[config.mk]
export PLATFORM = sky130hd
export DESIGN_NAME = azpr_bus_arbiter
export DESIGN_NICKNAME = d
export VERILOG_FILES = /design/src/rtl/azpr_bus_arbiter_pkg.sv /design/src/rtl/bus_arb_next_owner.sv /design/src/rtl/azpr_bus_arbiter.sv
export SDC_FILE = /design/constraint.sdc
export NUM_CORES = 1
export LEC_CHECK = 0
export CORE_AREA = 2 2 39 41
export DETAILED_ROUTE_END_ITERATION = 10
export DIE_AREA = 0 0 41 43
export GPL_TIMING_DRIVEN = 0
export SLEW_MARGIN = 20
export SYNTH_ARGS = -nofsm -noshare
export SYNTH_HDL_FRONTEND = slang
export SYNTH_SLANG_ARGS = --single-unit
[constraint.sdc]
create_clock -name clk -period 4.7 [get_ports clk]
set_clock_uncertainty 0.2 [all_clocks]
set_input_delay 1.41 -clock clk [delete_from_list [all_inputs] [get_ports clk]]
set_output_delay 1.41 -clock clk [all_outputs]
set_load 0.02 [all_outputs]
[src/rtl/azpr_bus_arbiter_pkg.sv]
// Shared global definitions for the AZPR bus arbiter.
// Logic levels, active-low enables, reset polarity and owner codes.
package azpr_bus_arbiter_pkg;

   localparam logic HIGH          = 1'b1;
   localparam logic LOW           = 1'b0;

   localparam logic ENABLE_       = 1'b0;
   localparam logic DISABLE_      = 1'b1;

   localparam logic RESET_ENABLE  = 1'b1;
   localparam logic RESET_DISABLE = 1'b0;

   localparam int BUS_OWNER_BUS = 2;

   localparam logic [BUS_OWNER_BUS-1:0] BUS_OWNER_MASTER_0 = 2'd0;
   localparam logic [BUS_OWNER_BUS-1:0] BUS_OWNER_MASTER_1 = 2'd1;
   localparam logic [BUS_OWNER_BUS-1:0] BUS_OWNER_MASTER_2 = 2'd2;
   localparam logic [BUS_OWNER_BUS-1:0] BUS_OWNER_MASTER_3 = 2'd3;

endpackage

[src/rtl/bus_arb_next_owner.sv]
// Next-owner selection for the AZPR bus arbiter (combinational).
// BUS_ARBITER_FIXED_PRIO_EN selects fixed m0>m1>m2>m3 handover.
module bus_arb_next_owner
   import azpr_bus_arbiter_pkg::*;
(
   input  logic [BUS_OWNER_BUS-1:0] owner_i,
   input  logic [3:0]               req_n_i,
   output logic [BUS_OWNER_BUS-1:0] next_owner_o
);

   logic                     found;
   logic [BUS_OWNER_BUS-1:0] cand;

   // Keep a requesting owner; otherwise hand over to the first requester.
   always_comb begin
      next_owner_o = owner_i;
      found        = 1'b0;
      cand         = owner_i;
      if (req_n_i[owner_i] == DISABLE_) begin
`ifdef BUS_ARBITER_FIXED_PRIO_EN
         for (int i = 0; i < 4; i++) begin
            cand = BUS_OWNER_BUS'(i);
            if (!found && req_n_i[cand] == ENABLE_) begin
               next_owner_o = cand;
               found        = 1'b1;
            end
         end
`else
         for (int i = 1; i < 4; i++) begin
            cand = owner_i + BUS_OWNER_BUS'(i);
            if (!found && req_n_i[cand] == ENABLE_) begin
               next_owner_o = cand;
               found        = 1'b1;
            end
         end
`endif
      end
   end

endmodule

[src/rtl/azpr_bus_arbiter.sv]
// Four-master non-preemptive bus arbiter for the AZPR shared bus.
// Handover policy set in bus_arb_next_owner (BUS_ARBITER_FIXED_PRIO_EN).
module azpr_bus_arbiter
   import azpr_bus_arbiter_pkg::*;
(
   input  logic clk,
   input  logic reset,
   input  logic m0_req_n,
   output logic m0_grnt_n,
   input  logic m1_req_n,
   output logic m1_grnt_n,
   input  logic m2_req_n,
   output logic m2_grnt_n,
   input  logic m3_req_n,
   output logic m3_grnt_n
);

   logic [BUS_OWNER_BUS-1:0] owner_q;
   logic [BUS_OWNER_BUS-1:0] owner_d;
   logic [3:0]               req_n;

   assign req_n = {m3_req_n, m2_req_n, m1_req_n, m0_req_n};

   bus_arb_next_owner u_next_owner (
      .owner_i      (owner_q),
      .req_n_i      (req_n),
      .next_owner_o (owner_d)
   );

   // Owner register; reset parks the bus on master 0.
   always_ff @(posedge clk) begin
      if (reset == RESET_ENABLE) begin
         owner_q <= BUS_OWNER_MASTER_0;
      end else begin
         owner_q <= owner_d;
      end
   end

   // Grants are a one-hot active-low decode of the owner.
   always_comb begin
      m0_grnt_n = (owner_q == BUS_OWNER_MASTER_0) ? ENABLE_ : DISABLE_;
      m1_grnt_n = (owner_q == BUS_OWNER_MASTER_1) ? ENABLE_ : DISABLE_;
      m2_grnt_n = (owner_q == BUS_OWNER_MASTER_2) ? ENABLE_ : DISABLE_;
      m3_grnt_n = (owner_q == BUS_OWNER_MASTER_3) ? ENABLE_ : DISABLE_;
   end

endmodule

# After elaboration in Yosys (flattened, before gate mapping)

Index checks and enable logic that the tools add are counted.

Bits in registers: 2
Output and inout port bits: 4
Word-level logic and storage cells: 39

Add/sub/neg operators: 3
Magnitude comparators: 4
Equal/unequal tests: 4
Muxes and demuxes: 19
Bitwise logic cells: 2
Reductions and logical operators: 6

Operator list:

| kind                                                       | number |
|---|---|
| less-than comparator 2 x 3 -> 1 bit, second input constant | 4 |
| two-way mux 1 bit                                          | 12 |
| binary-select mux 1 bit (select 2 bit)                     | 4 |
| two-way mux 2 bit                                          | 3 |
| adder 2 bit, second input constant                         | 2 |
| equality test 2 bit, second input constant                 | 2 |
| inequality test 3 bit, second input constant               | 1 |
| adder 2 x 1 -> 2 bit, second input constant                | 1 |
| equality test 2 x 1 -> 1 bit, second input constant        | 1 |
| logical AND 1 bit                                          | 2 |
| logical NOT 1 bit                                          | 2 |
| logical NOT 2 bit                                          | 1 |
| inverter 1 bit                                             | 2 |
| AND reduction 2 bit                                        | 1 |

# Depth between registers and ports, before layout

Gate-level depths: netlist of run 1.

Depth after elaboration: 13
Mapped depth: 8
Gate-level depth less buffers: 6

# By module

A second synthesis of run 1 with hierarchy kept.

Cell total of the unflattened synthesis: 21
Area, all modules: 151.4 sq um

By module, submodules not included:

| module             | times used | cells an instance | area an instance (sq um) |
|---|---|---|---|
| bus_arb_next_owner | 1          | 13                | 76.3 |
| azpr_bus_arbiter   | 1          | 8                 | 75.1 |

# Worst setup path after synthesis of run 1

Ideal clock, no wire load.

Path type: input-to-reg
Start point: input port m2_req_n
End point: register owner_q[0]
Setup time: 91 ps
Data arrival time: 2270 ps
Data required time: 4409 ps
Setup slack: 2139 ps
Stages: 4
Path through: mux4_1 -> nand2b_1 -> a21oi_1 -> a311oi_1

Word-level cells in the longest chain between the ends: 12
Elaborated cells on any way between the ends: 22

Ends and longest elaborated chain:

| what                                    | RTL line                 | text |
|---|---|---|
| from (decl)                             | azpr_bus_arbiter.sv:12   | `input logic m2_req_n,` |
| binary-select mux 1 bit (select 2 bit)  | bus_arb_next_owner.sv:31 | `if (!found && req_n_i[cand] == ENABLE_) begin` |
| two-way mux 1 bit (not written as such) | bus_arb_next_owner.sv:31 |  |
| two-way mux 1 bit                       | bus_arb_next_owner.sv:31 |  |
| two-way mux 1 bit                       | bus_arb_next_owner.sv:19 | `if (req_n_i[owner_i] == DISABLE_) begin` |
| logical NOT 1 bit                       | bus_arb_next_owner.sv:31 |  |
| logical AND 1 bit                       | bus_arb_next_owner.sv:31 |  |
| two-way mux 1 bit                       | bus_arb_next_owner.sv:31 |  |
| two-way mux 1 bit                       | bus_arb_next_owner.sv:19 |  |
| logical NOT 1 bit                       | bus_arb_next_owner.sv:31 |  |
| logical AND 1 bit                       | bus_arb_next_owner.sv:31 |  |
| inequality test 3 bit (no line)         | n/a                      |  |
| AND reduction 2 bit (no line)           | n/a                      |  |
| to (signal assigned)                    | azpr_bus_arbiter.sv:35   | `owner_q <= owner_d;` |
| to (decl)                               | azpr_bus_arbiter.sv:18   | `logic [BUS_OWNER_BUS-1:0] owner_q;` |

Parallel ways exist; a longest one is shown, timed or not. The select of a mux whose other input is x is not followed.
A chain may end at the register's enable or synchronous reset.

# Worst setup path after layout of run 1

Start point: register owner_q[0]
End point: output port m2_grnt_n

Word-level cells in the longest chain between the ends: 2

Ends and longest elaborated chain:

| what                | RTL line               | text |
|---|---|---|
| equality test 2 bit | azpr_bus_arbiter.sv:43 | `m2_grnt_n = (owner_q == BUS_OWNER_MASTER_2) ? ENABLE_ : DISABLE_;` |
| two-way mux 1 bit   | azpr_bus_arbiter.sv:43 |  |
| to (decl)           | azpr_bus_arbiter.sv:13 | `output logic m2_grnt_n,` |

Every way passes these cells.

==> results of run 1 <==
## cell usage after synthesis (all sizes together)
master	n	area [um^2]
o211ai	1	7.51
mux4	3	71.3
a221oi	1	15.0
nand3	2	10.0
mux2i	5	50.1
ha	4	50.1
nand2b	2	12.5
o21ai	1	5.00
or2b	1	7.51
inv	6	22.5
a21oi	2	10.0
buf	2	16.3
and4	1	8.76
a311oi	1	8.76
dfxtp	2	40.0
## layer usage
metal,vias up,routed length (um)
met1,136,294
met5,-,0
met2,10,298
li1,152,-
met4,0,0
met3,0,22
## cell type report
cell class                      count  area [um^2]  area share
Buffer                              2         16.3      0.0348
Clock buffer                        3         22.5      0.0481
Inverter                            6         22.5      0.0481
Multi-Input combinational cell     24          256       0.548
Sequential cell                     2         40.0      0.0856
Tap cell                           16         20.0      0.0428
Timing Repair Buffer                9         90.1       0.193
## cells in the final DEF (no fill, tap or decap)
cell	n
a21oi_1	2
mux4_2	2
mux2i_1	5
o211ai_1	1
o21ai_0	1
a221oi_2	1
clkdlybuf4s50_1	9
nand3_1	2
dfxtp_1	2
ha_1	4
clkbuf_4	3
buf_2	1
a311oi_1	1
and4_1	1
nand2b_1	2
buf_6	1
or2b_1	1
mux4_1	1
inv_1	6
## through the flow
step / total power, mW / cell area, um^2 / cells
after global routing: 0.328 / 468 / 62
final: 0.296 / 468 / 62
after CTS: 0.299 / 468 / 62
after floorplan: 0.202 / 335 / 34
after detailed placement: 0.262 / 445 / 59
after global placement: 0.259 / 445 / 59
## worst reg2reg max path: stages, from the launching register on
cell      delay [ns]
dfxtp_1         0.36
buf_6           0.16
inv_1           0.09
ha_1            0.28
buf_2           0.18
mux4_2          0.32
a221oi_2        0.19
o211ai_1        0.12
a21oi_1         0.15
## kinds of logic (layout without fill, tap and decap cells)
family          Yosys count  in the layout  synth area share
mux                       8              8             0.362
buf+inv                   8             20             0.116
compound gates            6              6             0.138
simple gates              6              6             0.116
fa+ha+maj                 4              4             0.149
flops                     2              2             0.119
## final timing paths
kind / from / to
min reg2reg: owner_q[1] / owner_q[1]
max: owner_q[0] / m2_grnt_n
max reg2reg: owner_q[0] / owner_q[1]
min: owner_q[1] / owner_q[1]
## where the power goes
part	total (mW)	internal (mW)	switching, mW
registers	0.0386	0.0258	0.0128
logic	0.222	0.119	0.103
clock network	0.0358	0.0280	0.00777
==> results.md, run 1 <==
- Met2 GRT Util: 0.150
- Ant diodes: 0
- Clk pin slew, worst setup/hold paths: 0.03 ns
- Mean post-synth cell area: 9.86 um^2
- Largest fanout on the critical path: 7
- Outcome: complete, no violations
- Floorplan core area: 1380 um^2
- Top delay family on crit path: buffers and inverters
- Initial antenna violation count: 0
- Met3 usage: 0
- Avg Vias per Cell: 4.81
- Final Wtd Congestion: 0.721
- Hold Crit Class: flop to flop
- Largest Register: owner_q
- Max incr delay on CP: 0.59 ns
- Maximum vdd ir drop: 203 uV
- Average wire per standard cell: 9.92 um
- Share of layout cells above drive strength 1: 0.174
- RSZ-0062 raised after global routing: false
- Yosys reg bits: 2
- 1st-iter DRT viols: 3
- FF-to-FF path depth: 8
- Max reg flops: 2
- P_leak: 0.188 nW
- Final worst slack: 1.43 ns
- Number of global-route vias before repair: 294
- Synth warn: 0
- Worst R2R Setup Slack: 2.58 ns
- Die Width: 41 um
- Bufs on Longest Clock Path: 2
- Hold Slack: 0.400 ns
- CP arrival: 1.66 ns
- CTS tree: built
- Final min period: 3.27 ns
- Most used cell, CP: inv_1
- DRC Markers: 0
- Synth cell types: 17
- Die Area: 1760 um^2
- Synthesized instance count: 34
- Total gr overflow: 0
- Fmax: 306 MHz
- Final Hold Viols: 0
- Crit path kind: flop to output port
- Post-CTS setup buffer count: 0
- Largest regs: owner_q: 2 flops
- Post-Syn Nets: 44
- First-pass GRT wire length: 1170 um
- Post-DRT Antenna Nets: 0
- Initial core utilization: 0.242
- Maxcap violations: 0
- CTS Root Cell: clkbuf_4
- Met1 global-route usage: 0.124
- Critical-path cell list: buf_6, inv_1, ha_1, inv_1, clkdlybuf4s50_1
- # IOs: 10
- Crit start category: flop
- Resized cells post-CTS: 0
- Sequential-to-total area share from yosys stat: 0.119
- Layer with the highest usage: met2
- Pre-CTS setup slack: 1.50 ns
- Final Util: 0.338
- Setup crit end kind: output port
- Final Setup Violations: 0
- Fin crit share: 0.695
- Fill cells: 149
- Iteration count of the initial detailed-routing pass: 2
- Via count: 298
- Final net count: 58
- DIE HEIGHT: 43 um
- Slowest CP cell: clkdlybuf4s50_1
- Row Count: 14
- GRT Overall Usage: 0.0928
- H-tree depth: 1
- Hold-fix buffers, CTS: 0
- CTS Buf Count: 3
- PortBufs: 9
- Post-synthesis cell area: 335 um^2
- Relative max-transition margin: 0.815
- Hold depth: 2
- Final Max Tran Viols: 0
- WP depth: 5
- Least-Margin Pin Slew: 0.277 ns
- P&R area growth vs syn: 39.6%
- Clock Sinks: 2
- Bufs and invs on worst path: 4
- Wirelength, routed: 615 um
- Pwr Density: 632 nW/um^2
- Critical Path RT: 3.09 ns
- Pin count of the biggest net entering global routing: 9
- Setup_tns: 0 ns
- Worst-Skew Late Latency: 0.21 ns
No activity file was read; power rests on OpenSTA's default activity.
==> run 2, diff against run 1 <==
==> constraint.sdc (replaced) <==
create_clock -name clk -period 2.6 [get_ports clk]
set_clock_uncertainty 0.2 [all_clocks]
set_input_delay 0.78 -clock clk [delete_from_list [all_inputs] [get_ports clk]]
set_output_delay 0.78 -clock clk [all_outputs]
set_load 0.02 [all_outputs]
==> run 2 against run 1 <==
Effect of this change: cell count unchanged; final area decreased by 0.27%; via count unchanged; sequential share of layout area increased by 0.29 points; utilization decreased by 0.090 points; combinational power increased by 74%; global-route usage unchanged; first-iteration DRC count unchanged; register-to-register slack got worse by 2.1 ns; total power increased by 77%.
==> results.md, run 2 (same netlist as run 1, synthesis figures left out) <==
- Clk pin slew, worst setup/hold paths: 0.03 ns (about the same)
- Hold Crit Class: flop to flop
- Final Max Tran Viols: 0 (unchanged)
- Initial core utilization: 0.242 (unchanged)
- Worst-Skew Late Latency: 0.21 ns (about the same)
- Slowest CP cell: clkdlybuf4s50_1
- Largest regs: owner_q: 2 flops
- Average wire per standard cell: 9.94 um (+0.16%)
- Critical-path cell list: inv_1, ha_1, inv_1, clkdlybuf4s50_1
- Most common cell after layout, fill and taps aside: clkdlybuf4s50_1
- Max reg flops: 2 (unchanged)
- Maximum vdd ir drop: 357 uV (+76%)
- Pwr Density: 1120 nW/um^2 (+77%)
- Pin count of the biggest net entering global routing: 9 (unchanged)
- Setup_tns: 0 ns (unchanged)
- Crit start category: flop
- Floorplan core area: 1380 um^2 (unchanged)
- Fmax: 405 MHz
- DIE HEIGHT: 43 um (unchanged)
- PortBufs: 9 (unchanged)
- Clock Sinks: 2 (unchanged)
- H-tree depth: 1 (unchanged)
- CTS Root Cell: clkbuf_4
- CTS Buf Count: 3 (unchanged)
- Final Hold Viols: 0 (unchanged)
- Final Wtd Congestion: 0.721 (unchanged)
- Post-DRT Antenna Nets: 0 (unchanged)
- Ant diodes: 0 (unchanged)
- Max incr delay on CP: 0.58 ns (about the same)
- Top delay family on crit path: buffers and inverters
- Maxcap violations: 0 (unchanged)
- Crit path kind: flop to output port
- Bufs on Longest Clock Path: 2 (unchanged)
- Total gr overflow: 0 (unchanged)
- 1st-iter DRT viols: 3 (unchanged)
- Tot Pwr: 0.523 mW (+77%)
- CP arrival: 1.49 ns (-0.17 ns)
- Die Width: 41 um (unchanged)
- Most frequent cells in the layout: clkdlybuf4s50_1, inv_1, mux2i_1
- Row Count: 14 (unchanged)
- Avg Vias per Cell: 4.81 (unchanged)
- Final Setup Violations: 0 (unchanged)
- Final min period: 2.47 ns
- Least-Margin Pin Slew: 0.277 ns (unchanged)
- Setup crit end kind: output port
- Wirelength, routed: 616 um (+0.16%)
- Via count: 298 (unchanged)
- Largest fanout on the critical path: 6 (-1)
- Largest Register: owner_q
- Hold-fix buffers, CTS: 0 (unchanged)
- Outcome: complete, no violations
- Die Area: 1760 um^2 (unchanged)
- Critical Path RT: 1.62 ns (-1.47 ns)
- Most used cell, CP: inv_1
- Relative max-transition margin: 0.815 (unchanged)
- Iteration count of the initial detailed-routing pass: 2 (unchanged)
- P&R area growth vs syn: 39.2%
- Fin crit share: 0.950
- Bufs and invs on worst path: 3 (-1)
- P_leak: 0.190 nW (+0.76%)
- Number of global-route vias before repair: 294 (unchanged)
- DRC Markers: 0 (unchanged)
- GRT Overall Usage: 0.0928 (unchanged)
- Initial antenna violation count: 0 (unchanged)
- Final net count: 58 (unchanged)
- First-pass GRT wire length: 1170 um (unchanged)
- Share of layout cells above drive strength 1: 0.196 (+0.0217)
- # IOs: 10 (unchanged)
- CTS tree: built
- RSZ-0062 raised after global routing: false
==> run 2: final cells by class <==
cell class / instances / area, um^2
fill: 150 / 917
multi-input combinational: 24 / 256
timing repair buffer: 9 / 87.6
sequential: 2 / 41.3
clock buffer: 3 / 22.5
inverter: 6 / 22.5
tap: 16 / 20.0
buffer: 2 / 16.3
==> run 2: metal layers <==
metal | vias up | track usage | wire (um)
met5 | - | 0 | 0
met4 | 0 | 0.0400 | 0
met3 | 0 | 0 | 23
met2 | 10 | 0.150 | 298
met1 | 136 | 0.124 | 294
li1 | 152 | - | -
==> run 2: tightest hold or removal path, delay by kind of cell, from the launching register on <==
kind            cells  cell delay, ns
flops               1            0.35
compound gates      2            0.14
==> run 2: per-stage QoR <==
| step | worst slack, ns | instances | area [um^2] | utilization | hold slack, ns |
|---|---|---|---|---|---|
| 6_report | 0.131 | 62 | 467 | 0.337 | 0.343 |
| 5_1_grt | 0.0412 | 62 | 467 | 0.337 | 0.409 |
| 4_1_cts | 0.0156 | 62 | 465 | 0.336 | 0.404 |
| 3_3_place_gp | 0.0328 | 59 | 445 | 0.322 | 0.391 |
| 2_1_floorplan | 0.637 | 34 | 335 | - | 0.320 |
| 3_5_place_dp | 0.0272 | 59 | 445 | 0.322 | 0.398 |
==> run 2: repair_timing <==
| action | in CTS | in global routing |
|---|---|---|
| pin swaps | 0 | 0 |
| setup endpoints to repair | 2 | 1 |
| buffers inserted | 0 | 0 |
| gates resized for setup | 2 | 1 |
==> run 2: power by group <==
| part | leakage (nW) | switching, mW | internal (mW) |
|---|---|---|---|
| combinational | 0.159 | 0.185 | 0.201 |
| clock | 0.0138 | 0.0141 | 0.0506 |
| sequential | 0.0169 | 0.0231 | 0.0485 |
==> run 2: path summary, 6_finish.rpt <==
path              startpoint          to  slack [ns]  cells after the start
hold / removal    owner_q[1]  owner_q[1]        0.34                      2
setup / recovery  owner_q[1]   m1_grnt_n        0.13                      4
hold reg to reg   owner_q[1]  owner_q[1]        0.34                      2
setup reg to reg  owner_q[0]  owner_q[1]        0.47                      8
==> run 3, diff against run 2 <==
--- a/config.mk
+++ b/config.mk
@@ -5,11 +5,12 @@
 export SDC_FILE = /design/constraint.sdc
 export NUM_CORES = 1
 export LEC_CHECK = 0
-export CORE_AREA = 2 2 39 41
+export CORE_AREA = 3 3 40 42
 export DETAILED_ROUTE_END_ITERATION = 10
-export DIE_AREA = 0 0 41 43
+export DIE_AREA = 0 0 43 45
 export GPL_TIMING_DRIVEN = 0
 export SLEW_MARGIN = 20
 export SYNTH_ARGS = -nofsm -noshare
 export SYNTH_HDL_FRONTEND = slang
 export SYNTH_SLANG_ARGS = --single-unit
+export TNS_END_PERCENT = 50
==> run 3 against run 2 <==
Effect of this change: combinational power about the same; critical endpoint unchanged; non-clock buffer count unchanged; critical path type unchanged; wire length increased by 12%; clock power increased by 8.3%; highest routed layer unchanged; flip-flop and latch count unchanged.
==> results.md, run 3 (same netlist as run 1, synthesis figures left out) <==
- Least-Margin Pin Slew: 0.218 ns (-0.0588 ns)
- Int Power: 0.301 mW (+0.11%)
- CTS Buf Count: 3 (unchanged)
- Hold endpoint: owner_q[1]
- Fill cells: 132 (-12%)
- DIE HEIGHT: 45 um (+4.7%)
- Relative max-transition margin: 0.850 (+0.0356)
- Hold Slack: 0.370 ns (+0.0269 ns)
- Hold-fix buffers, CTS: 0 (unchanged)
- DRC Markers: 0 (unchanged)
- Row Count: 13 (-1)
- Die Area: 1940 um^2 (+9.8%)
- Setup_tns: 0 ns (unchanged)
- P_leak: 0.190 nW (unchanged)
- # IOs: 10 (unchanged)
- Fin crit share: 0.962 (+0.0124)
- 1st-iter DRT viols: 3 (unchanged)
- Post-DRT Antenna Nets: 0 (unchanged)
- Final Hold Viols: 0 (unchanged)
- Met3 routed WL: 48 um (+110%)
- GRT Overall Usage: 0.0793 (-0.0135)
- Average wire per standard cell: 11.3 um (+14%)
- CTS Root Cell: clkbuf_4
- Share of layout cells above drive strength 1: 0.196 (unchanged)
- Hold depth: 2 (unchanged)
- Final Wtd Congestion: 0.710 (-1.5%)
- Setup crit start: owner_q[1]
- First-pass GRT wire length: 1210 um (+2.9%)
- Bufs on Longest Clock Path: 2 (unchanged)
- Area of the multi-input gates: 256 um^2 (unchanged)
- Critical Path RT: 1.62 ns (about the same)
- Critical-path cell list: inv_1, ha_1, inv_1, clkdlybuf4s50_1
- Tot Pwr: 0.532 mW (+1.7%)
- Max incr delay on CP: 0.59 ns (about the same)
- P&R area growth vs syn: 38.8%
- FF-to-FF path depth: 8 (unchanged)
- Most used cell, CP: inv_1
- Setup crit end kind: output port
- Clk pin slew, worst setup/hold paths: 0.03 ns (about the same)
- Maxcap violations: 0 (unchanged)
- Final worst slack: 0.0989 ns (-0.0324 ns)
- Most common cell after layout, fill and taps aside: clkdlybuf4s50_1
- Met2 WL: 325 um (+9.1%)
- Final Max Tran Viols: 0 (unchanged)
- Max reg flops: 2 (unchanged)
- PortBufs: 9 (unchanged)
- CTS tree: built
- Register area: 41.3 um^2 (unchanged)
- Final Setup Violations: 0 (unchanged)
- Final min period: 2.50 ns (+0.0324 ns)
- Maximum vdd ir drop: 357 uV (+0.15%)
- Pre-CTS setup slack: 0.00767 ns (-0.0196 ns)
- Sw frac: 0.434 (+0.00918)
- Largest fanout on the critical path: 6 (unchanged)
- Met1 WL: 314 um (+6.8%)
- Die Width: 43 um (+4.9%)
- Pwr Density: 1140 nW/um^2 (+2.0%)
- Via count: 300 (+0.67%)
- Pin count of the biggest net entering global routing: 9 (unchanged)
- R2R Path Start: owner_q[0]
- Crit path kind: flop to output port
- H-tree depth: 1 (unchanged)
- Hold path start: owner_q[1]
- Number of global-route vias before repair: 280 (-4.8%)
- Initial core utilization: 0.261 (+0.0186)
- Slowest CP cell: clkdlybuf4s50_1
- Total gr overflow: 0 (unchanged)
- Largest Register: owner_q
- Ant diodes: 0 (unchanged)
- Worst R2R Setup Slack: 0.45 ns (-0.02 ns)
- Crit start category: flop
- Outcome: complete, no violations
- Combinational share of power: 0.730 (-0.009)
- CP arrival: 1.52 ns (+0.03 ns)
- Floorplan core area: 1280 um^2 (-7.1%)
- RSZ-0062 raised after global routing: false
- Post-CTS setup buffer count: 0 (unchanged)
- Most frequent cells in the layout: clkdlybuf4s50_1, inv_1, mux2i_1
- Initial antenna violation count: 0 (unchanged)
- Switching pwr: 0.231 mW (+3.9%)
- Reg-to-reg endpoint: owner_q[1]
- Wirelength, routed: 688 um (+12%)
- Clk pwr share: 0.132 (+0.008)
- Hold Crit Class: flop to flop
- Iteration count of the initial detailed-routing pass: 4 (+2)
- Clock Sinks: 2 (unchanged)
- Fmax: 400 MHz (-1.3%)
- Top layer in use: met3
- Worst-Skew Late Latency: 0.23 ns (+0.02 ns)
- Share of power burned in registers: 0.138 (about the same)
- Avg Vias per Cell: 4.92 (+2.3%)
- Final net count: 58 (unchanged)
- Largest regs: owner_q: 2 flops
run 3: cell counts in the layout (fill, tap and decap cells not counted):
No cell type changed its count.
run 3: cell type report:
type | instances | area share
flip-flops and latches | 2 | 0.0887
plain buffers | 2 | 0.0349
multi-input cells | 24 | 0.551
repair buffers | 9 | 0.188
inverters | 6 | 0.0484
well taps | 15 | 0.0403
clock buffers | 3 | 0.0484
run 3: layer usage:
metal,GRT usage,vias up
met2,0.135,10
li1,-,150
met4,0.0181,0
met3,0.0159,0
met1,0.104,140
met5,0,-
run 3: worst max-delay path by stage:
stage / to
floorplan: owner_q[1]
global placement: owner_q[0]
detailed placement: owner_q[0]
CTS: m1_grnt_n
global route: m1_grnt_n
finish: m1_grnt_n
run 3: power groups by stage:
stage,logic [mW],clock network [mW],registers (mW)
final,0.388,0.0701,0.0736
after global routing,0.433,0.0772,0.0761
after CTS,0.393,0.0731,0.0735
after detailed placement,0.404,0,0.0720
after global placement,0.399,0,0.0699
after floorplan,0.302,0,0.0639
run 3: metrics by stage:
step,cells,cell area (um^2),utilization
after floorplan,34,335,-
after global placement,58,444,0.346
after detailed placement,58,444,0.346
after CTS,61,465,0.362
after global routing,61,465,0.362
final,61,465,0.362
run 3: timing repair:
| action | 4_1_cts | 5_1_grt |
|---|---|---|
| gates resized for setup | 3 | 0 |
| setup endpoints to repair | 3 | 0 |
| hold endpoints to repair | 0 | 0 |
run 3: worst max-delay path, delay by kind of cell, from the launching register on:
family     cells  cell delay, ns
buf+inv        3            0.72
fa+ha+maj      1            0.18
flops          1            0.39
